$ cat src/rtl/data_mem_arbiter.sv
// Round-robin arbiter and byte sequencer sharing one byte-wide synchronous SRAM
// between the CPU load/store port (A) and a secondary master (B).
module data_mem_arbiter #(
  parameter int MEM_BYTES = 2000,
  parameter int ADDR_W    = 11
) (
  input  logic              iClk,
  input  logic              iRstN,
  input  logic              iAReq,
  input  logic              iAWrite,
  input  logic [31:0]       iAAddr,
  input  logic [31:0]       iAWData,
  input  logic [2:0]        iAFunct3,
  input  logic              iBReq,
  input  logic              iBWrite,
  input  logic [31:0]       iBAddr,
  input  logic [31:0]       iBWData,
  input  logic [2:0]        iBFunct3,
  output logic              oADone,
  output logic              oAErr,
  output logic [31:0]       oARData,
  output logic              oBDone,
  output logic              oBErr,
  output logic [31:0]       oBRData,
  output logic [ADDR_W-1:0] oMemAddr,
  output logic [7:0]        oMemWData,
  output logic              oMemWe,
  output logic              oMemRe,
  input  logic [7:0]        iMemRData,
  output logic              oBusy
);

  typedef enum logic [1:0] {IDLE, ACCESS, DRAIN, RESP} state_t;

  state_t             r_state;
  state_t             w_next;
  logic               r_last_b;
  logic               r_owner_b;
  logic               r_write;
  logic               r_err;
  logic [2:0]         r_k;
  logic [ADDR_W-1:0]  r_addr;
  logic [31:0]        r_wdata;
  logic [31:0]        r_buf;
  logic [2:0]         r_funct3;

  logic               w_grant_a;
  logic               w_grant_b;
  logic               w_grant;
  logic               w_sel_write;
  logic [31:0]        w_sel_addr;
  logic [31:0]        w_sel_wdata;
  logic [2:0]         w_sel_funct3;
  logic               w_sel_err;
  logic [2:0]         w_n;
  logic [2:0]         w_nm1;
  logic               w_last_byte;
  logic [1:0]         w_cap_sel;
  logic [7:0]         w_wbyte;
  logic [31:0]        w_rdata;

  function automatic logic [2:0] byte_count(input logic [2:0] f3);
    case (f3[1:0])
      2'b00:   return 3'd1;
      2'b01:   return 3'd2;
      default: return 3'd4;
    endcase
  endfunction

  function automatic logic req_error(input logic wr, input logic [31:0] addr,
                                     input logic [2:0] f3);
    logic [32:0] end_addr;
    logic        bad;
    end_addr = {1'b0, addr} + {30'd0, byte_count(f3)};
    bad = (f3 == 3'b011) || (f3[2:1] == 2'b11);
    if (wr && (f3 == 3'b100 || f3 == 3'b101)) bad = 1'b1;
    if (f3[1:0] == 2'b01 && addr[0]) bad = 1'b1;
    if (f3[1:0] == 2'b10 && addr[1:0] != 2'b00) bad = 1'b1;
    if (end_addr > 33'(MEM_BYTES)) bad = 1'b1;
    return bad;
  endfunction

  function automatic logic [31:0] extend(input logic [2:0] f3, input logic [31:0] b);
    case (f3)
      3'b000:  return {{24{b[7]}}, b[7:0]};
      3'b001:  return {{16{b[15]}}, b[15:0]};
      3'b100:  return {24'd0, b[7:0]};
      3'b101:  return {16'd0, b[15:0]};
      default: return b;
    endcase
  endfunction

  // On a tie the port that was not granted last wins
  assign w_grant_a    = iAReq & (~iBReq | r_last_b);
  assign w_grant_b    = iBReq & ~w_grant_a;
  assign w_grant      = w_grant_a | w_grant_b;
  assign w_sel_write  = w_grant_b ? iBWrite  : iAWrite;
  assign w_sel_addr   = w_grant_b ? iBAddr   : iAAddr;
  assign w_sel_wdata  = w_grant_b ? iBWData  : iAWData;
  assign w_sel_funct3 = w_grant_b ? iBFunct3 : iAFunct3;
  assign w_sel_err    = req_error(w_sel_write, w_sel_addr, w_sel_funct3);

  assign w_n         = byte_count(r_funct3);
  assign w_nm1       = w_n - 3'd1;
  assign w_last_byte = (r_k == w_nm1);
  assign w_wbyte     = r_wdata[{r_k[1:0], 3'b000} +: 8];
  // Read data trails its strobe by one cycle, so byte k-1 lands while k is issued
  assign w_cap_sel   = (r_state == DRAIN) ? w_nm1[1:0] : (r_k[1:0] - 2'd1);
  assign oBusy       = (r_state != IDLE);

  always_ff @(posedge iClk or negedge iRstN) begin
    if (!iRstN) begin
      r_state   <= IDLE;
      r_last_b  <= 1'b1;
      r_owner_b <= 1'b0;
      r_write   <= 1'b0;
      r_err     <= 1'b0;
      r_k       <= 3'd0;
    end else begin
      r_state <= w_next;
      case (r_state)
        IDLE: begin
          if (w_grant) begin
            r_last_b  <= w_grant_b;
            r_owner_b <= w_grant_b;
            r_write   <= w_sel_write;
            r_err     <= w_sel_err;
            r_k       <= 3'd0;
          end
        end
        ACCESS:  r_k <= r_k + 3'd1;
        default: ;
      endcase
    end
  end

  always_ff @(posedge iClk) begin
    if (r_state == IDLE && w_grant) begin
      r_addr   <= w_sel_addr[ADDR_W-1:0];
      r_wdata  <= w_sel_wdata;
      r_funct3 <= w_sel_funct3;
      r_buf    <= 32'd0;
    end else if ((r_state == ACCESS && !r_write && r_k != 3'd0) || r_state == DRAIN) begin
      r_buf[{w_cap_sel, 3'b000} +: 8] <= iMemRData;
    end
  end

  always_comb begin
    w_next = r_state;
    case (r_state)
      IDLE:    if (w_grant) w_next = w_sel_err ? RESP : ACCESS;
      ACCESS:  if (w_last_byte) w_next = r_write ? RESP : DRAIN;
      DRAIN:   w_next = RESP;
      RESP:    w_next = IDLE;
      default: w_next = IDLE;
    endcase
  end

  always_comb begin
    oMemAddr  = '0;
    oMemWData = 8'd0;
    oMemWe    = 1'b0;
    oMemRe    = 1'b0;
    oADone    = 1'b0;
    oAErr     = 1'b0;
    oARData   = 32'd0;
    oBDone    = 1'b0;
    oBErr     = 1'b0;
    oBRData   = 32'd0;
    w_rdata   = (r_write || r_err) ? 32'd0 : extend(r_funct3, r_buf);
    if (r_state == ACCESS) begin
      oMemAddr = r_addr + ADDR_W'(r_k);
      if (r_write) begin
        oMemWe    = 1'b1;
        oMemWData = w_wbyte;
      end else begin
        oMemRe = 1'b1;
      end
    end
    if (r_state == RESP) begin
      if (r_owner_b) begin
        oBDone  = 1'b1;
        oBErr   = r_err;
        oBRData = w_rdata;
      end else begin
        oADone  = 1'b1;
        oAErr   = r_err;
        oARData = w_rdata;
      end
    end
  end

endmodule
$ cat config.mk
export PLATFORM = sky130hd
export DESIGN_NAME = data_mem_arbiter
export DESIGN_NICKNAME = d
export VERILOG_FILES = /design/src/rtl/data_mem_arbiter.sv
export SDC_FILE = /design/constraint.sdc
export NUM_CORES = 1
export LEC_CHECK = 0
export ABC_AREA = 1
export CAP_MARGIN = 30
export CORE_ASPECT_RATIO = 0.9
export CORE_UTILIZATION = 46
export DETAILED_ROUTE_END_ITERATION = 7
export GPL_ROUTABILITY_DRIVEN = 0
export HOLD_SLACK_MARGIN = 0.03
export PLACE_DENSITY = 0.78
export SLEW_MARGIN = 0
export SYNTH_ARGS = -nofsm -noshare
export SYNTH_HDL_FRONTEND = slang
export SYNTH_SLANG_ARGS = --single-unit
$ cat constraint.sdc
create_clock -name iClk -period 4.3 [get_ports iClk]
set_clock_uncertainty 0.1 [all_clocks]
set_input_delay 1.075 -clock iClk [delete_from_list [all_inputs] [get_ports iClk]]
set_output_delay 1.075 -clock iClk [all_outputs]
set_load 0.01 [all_outputs]
# Word-level counts from Yosys, hierarchy flattened
# Cells that the tools add are included.
# word_totals
in_bits	148
ff_bits	87
out_inout_bits	90
elab_cells	104
# classes
add_sub_neg	6
bitwise_logic	6
n_reduce_logical	22
shifts	3
eq_ne	16
muxes	40
order_cmp	1
# ops
operator	n
$mux W32	7
$pmux W32 S4	1
$add A32 B3 Y33	1
$gt A33 B11 Y1 const B	1
$bwmux W32	1
$shift A8 B7 Y32 const A	1
$shiftx A32 B6 Y8	1
$shiftx A8 B7 Y32	1
$mux W1	18
$pmux W3 S2	3
$mux W8	2
$eq A3 B3 Y1 const B	4
$add A11 B3 Y11	1
$mux W11	1
$eq A2 B2 Y1 const B	4
$mux W2	4
$pmux W2 S4	1
$neg A5 Y7	1
$eq A2 B1 Y1 const B	3
$logic_and A1 B1 Y1	6
$logic_not A2 Y1	3
$mux W3	2
$reduce_and A2 Y1	3
$reduce_bool A2 Y1	3
14 further kinds	21

# Logic depth before layout (Yosys ltp)
# Gate-level depths: netlist of the first run.
# depth
word_depth	16
depth_mapped	26
mapped_depth_nobuf	24

# Worst setup path before layout of the first run
# Ideal clock, no wire load.
# synth_path
path_kind	input port to flip-flop
startpoint	input port iAReq
endpoint	register r_state[1]
n_path_buf	5
slack_ns	0.491
arrival_time_ns	3.592
cell_stages	24
required_ns	4.084
setup_time_ns	0.116
cell_sequence	nand2_2 > nand2_4 > buf_6 > buf_6 > clkbuf_1 > clkbuf_1 > nand2_1 > nand2_1 > ha_1 > inv_1 > nor2_1 > nand2_1 > nand2_1 > buf_4 > nand3_1 > nor2_2 > xnor2_1 > nand2_1 > nor2_1 > nand2_1 > nor2_1 > nand3_1 > nand2_1 > nand2_1
# synth_between
elab_cells_between_ends	32
cone_classes	1 x add/sub; 1 x order compare; 7 x eq/ne; 11 x mux; 4 x bitwise; 8 x reduce/logical
# synth_lines
element	line_no	text
from (decl)	9	input logic iAReq,
$and A1 B1 Y1	94	assign w_grant_a = iAReq & (~iBReq | r_last_b);
$not A1 Y1	95	assign w_grant_b = iBReq & ~w_grant_a;
$and A1 B1 Y1	95	
$mux W32	98	assign w_sel_addr = w_grant_b ? iBAddr : iAAddr;
named net w_sel_addr[2]	51	logic [31:0] w_sel_addr;
$add A32 B3 Y33	74	end_addr = {1'b0, addr} + {30'd0, byte_count(f3)};
$gt A33 B11 Y1	79	if (end_addr > 33'(MEM_BYTES)) bad = 1'b1;
$mux W1	79	
$mux W2 (2 in series)	151	IDLE: if (w_grant) w_next = w_sel_err ? RESP : ACCESS;
$pmux W2 S4	150	case (r_state)
to (signal assigned)	120	r_state <= w_next;
to (decl)	35	state_t r_state;
# The timed path passes the listed nets, and every way through them passes these cells. The select of a mux whose other input is x is not followed.
# A chain may end at the register's enable or synchronous reset.

# Final worst setup path of the first run
# layout_path
startpoint	register r_k[0]
endpoint	output port oMemAddr[8]
# layout_between
elab_chain_len	2
# layout_rtl
element	line_no	text
from (decl)	41	logic [2:0] r_k;
from (signal assigned)	131	ACCESS: r_k <= r_k + 3'd1;
$add A11 B3 Y11	172	oMemAddr = r_addr + ADDR_W'(r_k);
$mux W11	171	if (r_state == ACCESS) begin
to (decl)	25	output logic [ADDR_W-1:0] oMemAddr,
# Every way passes these cells.

==> flow_summary.toml, run 1 <==
[outcome]
status = "finished, final reports clean"

[worst_setup_path]
cp-start-kind = "flop"
reg2reg_to = "r_buf[3]"
reg2reg_from = "r_k[0]"
crit_type = "reg2out"
r2r.worst_path.cells = 10
cp.buffers_inverters = 3
critPathSlowestCell = "clkdlybuf4s50_1"
path_cells = "ha_1, fa_1, nand2_1, inv_1, nor2_1, nor2_1, nand2_1, nor2_1, inv_1, nor2_1, nor3_1, clkdlybuf4s50_1"
crit_fanout = 2
r2r_slack_ns = 0.94
cp_top_family = "buffers and inverters"
critPathMaxStageDelay_ns = 0.63
required_ns = 3.12
crit_path_frequent_cell = "nor2_1"
critPathCaptureType = "output pin"
crit_arrival_ns = 2.83

[sta]
setup_tns_ns = 0
relSlewSlack_pct = 57.0
setup_viol = 0
worstMarginPinSlew_ns = 0.644
hold_violations = 0
grt_setup_unrepaired = "false"
fmax_mhz = 250
fin_crit_ns = 4.01
layout_setup_ws_ns = 0.293
holdWs_ns = 0.361
finalCritPeriodShare_pct = 93.2
drv_slew = 0

[run]
cap_viol_max_count = 0

[cts]
clock_latency_ns = 0.34
cts_sinks = 87
root_buffer = "clkbuf_16"
hold_buffers = 0
clockBufferDepth = 2
path_clk_slew_ns = 0.06
cts_tree = "built"
postCtsSetupRepairBufs = 0
numCtsBuffers = 9
htree_levels = 3
ctsResizeCount = 0

[synth]
synth.cell_area_sq_um = 6740
ys_ff_latch = 87
yosysSeqAreaShare_pct = 33.3
synth_cell_types = 44
synth_area_leaders = "edfxtp_1 20%, nand2_1 17%, nor2_1 11%"
synth_nets = 1216
synth_area_leader_cell = "edfxtp_1"
synth_top_area_share_pct = 20.5
synth_cells = 1048
avgSynthCellArea_sq_um = 6.44
yosysWarnings = 0

[power]
netSwitchingFraction_pct = 43.6
p_seq_share_pct = 28.3
p_sw_uw = 2020
cellPowerDensity_nw_per_um2 = 462
irDropWorstVdd_v = 0.000360
p_leak_uw = 0.00434
p_clk_share_pct = 17.3
p_int_uw = 2600
p_comb_share_pct = 54.4

[cells_and_area]
seqCellArea_sq_um = 2250
final_cell_mix = "310 x nand2_1, 237 x clkdlybuf4s50_1, 189 x nor2_1, 103 x inv_1, 74 x o21ai_0"
multiInputGateArea_sq_um = 3890
synthToLayoutAreaGrowth_pct = 48.2
fillerInstances = 1206
fin_cells = 1517
n_antenna_cell = 0
drive_gt1_share_pct = 9.82
final_common_cell = "nand2_1"
fin_nets = 1487

[worst_hold_path]
min_path_type = "reg2reg"
hold_path_startpoint = "r_buf[23]"
hold_end = "r_buf[23]"
hold_depth = 2

[detailed_routing]
drcViolationCount = 0
vias = 7546
drtPass1Iterations = 6
drtIter0Drc = 573
post_drt_wl_per_cell_um = 13.7
antenna_left = 0
wl_um = 20700
viasPerCell = 4.97

[placed_design]
dpl.cell_count = 1501
dpl.hpwl_um = 16800
portBuffers = 237
pre_cts_ws_ns = 0.0110

[global_routing]
grt_antenna_before_repair = 0
grt_pass1_wl_um = 33000
grt_pass1_vias = 6926
grt_max_degree = 45
grtUsageTotal_pct = 27.9
overflow = 0

[die]
fp.dieH_um = 117
dieArea_sq_um = 15100
initial_core_util_pct = 47.6
rows = 41
core-area_sq_um = 14200
die-width_um = 130
io_pins = 238
[area by class of cell]
cell class,count,share of cell area [%]
multi-input cells,811,38.9
repair buffers,299,28.9
flip-flops and latches,87,22.5
inverters,111,4.17
well taps,193,2.42
clock buffers,10,2.39
clock inverters,6,0.664
[cell usage after synthesis (all sizes together)]
| cell type | n |
|---|---|
| nand4 | 19 |
| buf | 14 |
| nor3b | 1 |
| dfxtp | 32 |
| inv | 109 |
| o21bai | 1 |
| mux2i | 1 |
| xnor2 | 5 |
| a21oi | 52 |
| ha | 19 |
| o21ai | 87 |
| fa | 1 |
| clkbuf | 25 |
| nor2 | 200 |
| nand3b | 11 |
| nor4 | 1 |
| dfrtp | 8 |
| clkinv | 2 |
| nand2 | 324 |
| nor3 | 10 |
| edfxtp | 46 |
| o22ai | 1 |
| xor2 | 11 |
| nand3 | 55 |
| a21boi | 2 |
| dfstp | 1 |
| a31oi | 2 |
| or2 | 7 |
| o21a | 1 |
[routing by layer]
layer,wire (um),GRT usage [%],part of all wire (%)
met3,1520,3.91,7.3
met5,0,0,0
met1,9040,36.0,44
met2,9800,49.1,47
met4,389,7.44,1.9
[state kept, by name, indices dropped and copies added, names as in the netlist]
name	count
r_err	1
r_state	2
r_owner_b	1
r_buf	32
r_funct3	3
r_wdata	32
r_addr	11
r_last_b	1
r_write	1
r_k	3
[worst max-delay path by stage]
stage,slack [ns],cells past startpoint,to,startpoint
after floorplan,0.49,24,r_state[1],iAReq
after global placement,0.12,22,r_err,iBReq
after detailed placement,0.01,22,r_err,iBReq
after CTS,0.12,6,oMemAddr[9],r_k[1]
after global routing,0.04,23,r_state[1],iAReq
final,0.29,12,oMemAddr[8],r_k[0]
[power groups by stage]
stage / combinational [uW] / clock [uW] / sequential, uW
floorplan: 1540 / 0 / 1290
global placement: 2390 / 0 / 1310
detailed placement: 2480 / 0 / 1320
CTS: 2500 / 800 / 1300
global route: 2790 / 834 / 1330
finish: 2510 / 798 / 1310
[through the flow]
step	util, %	instance area, sq um	total power, uW
after floorplan	-	6740	2830
after global placement	68.0	9620	3700
after detailed placement	68.4	9680	3800
after CTS	70.5	9980	4600
after global routing	70.6	9990	4960
final	70.6	9990	4620
[kinds of logic after synthesis]
family	count (synthesis)	synth area share, %
XOR/XNOR	16	2.08
flip-flops	87	33.3
adder cells (fa/ha/maj)	20	3.82
AND/OR/NAND/NOR	628	39.7
multiplexers	1	0.148
AO/OA/AOI/OAI	146	11.7
buffers and inverters	150	9.28
[tightest hold or removal path, stage by stage (launching register included)]
cell,delay [ns]
dfxtp_1,0.31
nand2_1,0.06
a21oi_1,0.05
Note: power is estimated with default switching activity, not from simulation.
==> run 2: changes to the inputs <==
- CORE_UTILIZATION: 46 -> 50
- DONT_BUFFER_PORTS: not set -> 1
- PLACE_DENSITY: 0.78 -> 0.61
- REMOVE_ABC_BUFFERS: not set -> 1
==> run 2 against run 1 <==
Global-route usage shrank 2.8 points. Sequential power is essentially flat. Critical path type unchanged. Via count shrank 16%. First-iteration DRC count shrank 25%. Critical path depth shrank 5. Largest power group unchanged. Utilization shrank 15 points. Clock-buffer cell count is the same. Sequential cell count is the same. Non-clock buffer count shrank 287.
==> flow_summary.toml, run 2 (same netlist as run 1, synthesis figures left out) <==
[detailed_routing]
drtIter0Drc = 430
antenna_left = 0
drcViolationCount = 0
vias = 6336
viasPerCell = 5.28
post_drt_wl_per_cell_um = 14.5
wl_um = 17400
drtPass1Iterations = 6

[global_routing]
overflow = 0
grt_pass1_vias = 5564
grt_antenna_before_repair = 0
grtUsageTotal_pct = 25.0
grt_pass1_wl_um = 28200
grt_max_degree = 70

[cts]
path_clk_slew_ns = 0.06
hold_buffers = 0
numCtsBuffers = 9
postCtsSetupRepairBufs = 0
root_buffer = "clkbuf_16"
ctsResizeCount = 0
htree_levels = 3
clock_latency_ns = 0.34
cts_sinks = 87
clockBufferDepth = 2
cts_tree = "built"

[sta]
grt_setup_unrepaired = "false"
fmax_mhz = 261
worstMarginPinSlew_ns = 1.02
drv_slew = 0
hold_violations = 0
setup_viol = 0
relSlewSlack_pct = 31.6
fin_crit_ns = 3.83
finalCritPeriodShare_pct = 89.1

[cells_and_area]
synthToLayoutAreaGrowth_pct = 6.75
reg.largest.list = "r_buf x32, r_wdata x32, r_addr x11"
fin_cells = 1201
fin_area_sq_um = 7200
final_cell_mix = "311 x nand2_1, 189 x nor2_1, 103 x inv_1, 74 x o21ai_0, 52 x nand3_1"
n_antenna_cell = 0
fin_nets = 1200
final_common_cell = "nand2_1"
drive_gt1_share_pct = 7.52

[power]
p_sw_uw = 1870
p_int_uw = 2290
p_leak_uw = 0.00321
cellPowerDensity_nw_per_um2 = 578
p_seq_share_pct = 31.6
irDropWorstVdd_v = 0.000315
p_comb_share_pct = 47.5
power_uw = 4160
netSwitchingFraction_pct = 45.0
p_clk_share_pct = 20.9

[outcome]
status = "finished, final reports clean"

[worst_setup_path]
required_ns = 3.12
crit_fanout = 13
r2r.worst_path.cells = 22
crit_type = "reg2out"
reg2reg_from = "r_last_b"
r2r_slack_ns = 0.82
critPathCaptureType = "output pin"
reg2reg_to = "r_err"
cp-start-kind = "flop"
crit_arrival_ns = 2.66

[die]
io_pins = 238
rows = 39
core-area_sq_um = 12900
dieArea_sq_um = 14000
initial_core_util_pct = 52.2
fp.dieH_um = 112
die-width_um = 124

[placed_design]
place_area_sq_um = 6830
dpl.hpwl_um = 13400
dpl.cell_count = 1184
portBuffers = 0

[worst_hold_path]
min_path_type = "in2async"

[run]
cap_viol_max_count = 0
[run 2: worst max path at each step]
| stage | depth (start not counted) | startpoint | end | slack [ns] |
|---|---|---|---|---|
| floorplan | 7 | iAReq | r_k[2] | -1.63 |
| global placement | 22 | iAReq | r_err | 0.35 |
| detailed placement | 22 | iAReq | r_err | 0.29 |
| CTS | 5 | r_k[1] | oMemAddr[9] | 0.48 |
| global route | 22 | iAReq | r_err | 0.19 |
| finish | 7 | r_k[1] | oMemAddr[9] | 0.47 |
[run 2: layer usage]
metal  GRT usage [%]  part of all wire (%)  routed length (um)
met1            34.1                    48                8310
met2            41.1                    46                7960
met3            4.72                   5.4                 948
met4            5.94                   1.3                 222
met5               0                     0                   0
[run 2: critical path, cell delays in order, from the launching register on]
cell and delay, ns:
dfrtp_1 0.71, ha_1 0.24, a21oi_1 0.06, inv_1 0.05, a31oi_1 0.07, nor4_1 0.47
a31oi_1 0.15, nor3b_1 0.54
[run 2: final cells by class]
cell class                 count  area, sq um
clock buffer                  10          250
tap                          164          205
multi-input combinational    811         3880
sequential                    87         2250
clock inverter                 6         87.6
inverter                     111          417
timing repair buffer          12          110
fill                        1328         5730
[run 2: through the flow]
step                      setup TNS, ns  hold WS [ns]  setup slack (ns)  utilization [%]
after floorplan                  -54.04         0.342             -1.63                -
after global placement                0         0.352             0.353             52.8
after detailed placement              0         0.355             0.292             52.8
after CTS                             0         0.310             0.481             55.5
after global routing                  0         0.305             0.195             55.7
final                                 0         0.323             0.467             55.7
[run 2: power by group through the flow]
stage               Sequential [uW]  Clock [uW]  Combinational, uW
finish                         1320         871               1980
floorplan                      1320           0               1440
global placement               1330           0               1930
global route                   1350         927               2240
detailed placement             1330           0               1950
CTS                            1310         887               1950
==> run 3: changes to the inputs <==
- GPL_TIMING_DRIVEN: not set -> 0
==> run 3 against run 2 <==
Sequential share of layout area decreased by 0.16 points. Utilization increased by 0.29 points. Worst setup slack got worse by 0.14 ns. Non-clock buffer count shrank 6. Total power decreased by 0.43%. Via count decreased by 0.79%. Clock power down 5.5%. Wire length grew 0.15%. Largest cell class unchanged.
==> flow_summary.toml, run 3 (same netlist as run 1, synthesis figures left out) <==
[worst_setup_path]
critPathCaptureType = "output pin"
r2r_slack_ns = 0.64
crit_path_frequent_cell = "nor2_1"
crit_fanout = 19
cp_top_family = "simple AND/OR/NAND/NOR gates"
crit_arrival_ns = 2.80
cp-start-kind = "flop"
path_cells = "ha_1, fa_1, nand2_1, inv_1, nor2_1, nor2_1, nand2_1, nor2_1, inv_1, nor2_1, nand2_1, xor2_1, nor2_1"
required_ns = 3.12
startpoint = "r_k[0]"
crit_type = "reg2out"
reg2reg_from = "r_k[0]"
critPathMaxStageDelay_ns = 0.76
critPathSlowestCell = "dfrtp_1"
cp.buffers_inverters = 2

[placed_design]
dpl.hpwl_um = 13200
portBuffers = 0
pre_cts_ws_ns = -1.22

[sta]
drv_slew = 0
finalCritPeriodShare_pct = 92.4
setup_viol = 0
worstMarginPinSlew_ns = 0.725
relSlewSlack_pct = 51.5
hold_violations = 0
fin_crit_ns = 3.97
grt_setup_unrepaired = "false"
setup_tns_ns = 0
layout_setup_ws_ns = 0.328
fmax_mhz = 252

[cts]
path_clk_slew_ns = 0.06
clock_latency_ns = 0.34
clockBufferDepth = 2
postCtsSetupRepairBufs = 0
root_buffer = "clkbuf_16"
htree_levels = 3
cts_tree = "built"
hold_buffers = 0
cts_sinks = 87
numCtsBuffers = 9

[power]
irDropWorstVdd_v = 0.000266
p_leak_uw = 0.00322
cellPowerDensity_nw_per_um2 = 573

[detailed_routing]
drtPass1Iterations = 5
vias = 6286
drtIter0Drc = 444
drcViolationCount = 0
antenna_left = 0
post_drt_wl_per_cell_um = 14.6
viasPerCell = 5.25
wl_um = 17500

[cells_and_area]
n_antenna_cell = 0
fin_nets = 1196
final_cell_mix = "310 x nand2_1, 189 x nor2_1, 102 x inv_1, 74 x o21ai_0, 52 x nand3_1"
drive_gt1_share_pct = 7.45
synthToLayoutAreaGrowth_pct = 7.31
post-route-util_pct = 56.0
reg.largest.list = "r_buf x32, r_wdata x32, r_addr x11"
final_common_cell = "nand2_1"

[global_routing]
grt_antenna_before_repair = 0
grtUsageTotal_pct = 24.8
grt_max_degree = 50
overflow = 0
grt_pass1_vias = 5537
grt_pass1_wl_um = 27700

[die]
core-area_sq_um = 12900
dieArea_sq_um = 14000
fp.dieH_um = 112
io_pins = 238
initial_core_util_pct = 52.2
rows = 39
die-width_um = 124

[outcome]
status = "finished, final reports clean"

[worst_hold_path]
min_path_type = "in2async"

[run]
cap_viol_max_count = 0
==> run 3: cell count changes in the layout (fill, tap and decap cells not counted), sizes merged <==
cell    change
buf         -6
nand2       +2
bufinv      -1
clkbuf      +1
clkinv      -1
inv         +1
==> run 3: routing by layer <==
metal | global-route usage (%) | vias to the layer above | part of all wire (%)
met5 | 0 | - | 0
met4 | 7.07 | 0 | 1.4
met3 | 4.00 | 16 | 4.9
met2 | 41.1 | 203 | 46
met1 | 33.6 | 2757 | 47
li1 | - | 3310 | -
==> run 3: where the power goes <==
part	internal (uW)	leakage, uW	switching [uW]	total (uW)
Combinational	586	0.00226	1410	1990
Sequential	1180	0.000799	152	1330
Clock	491	0.000157	332	823
Total	2260	0.00322	1890	4150
==> run 3: final cells by class <==
type | count | area (sq um)
multi-input combinational | 813 | 3920
fill | 1305 | 5690
sequential | 87 | 2250
timing repair buffer | 6 | 115
tap | 164 | 205
clock buffer | 11 | 254
inverter | 111 | 433
clock inverter | 5 | 61.3
==> run 3: worst paths after layout <==
path | to | depth (start not counted)
max in group asynchronous | r_last_b | 0
min reg2reg | r_buf[19] | 2
min in group iClk | r_buf[19] | 2
min | r_owner_b | 0
max reg2reg | r_buf[3] | 9
max | oMemAddr[10] | 13
==> run 3: timing repair <==
action / in CTS / in global routing
resized for setup: 5 / 4
pin swaps: 1 / 1
cloned: 1 / 1
endpoints found under the setup margin: 2 / 22
==> run 3: per-stage QoR <==
| step | total power (uW) | cell area, sq um | hold WS (ns) | instances |
|---|---|---|---|---|
| after floorplan | 2760 | 6540 | 0.342 | 1009 |
| after global placement | 3230 | 6740 | 0.352 | 1173 |
| after detailed placement | 3320 | 6870 | 0.353 | 1179 |
| after CTS | 4160 | 7210 | 0.310 | 1196 |
| after global routing | 4510 | 7240 | 0.305 | 1197 |
| final | 4150 | 7240 | 0.321 | 1197 |
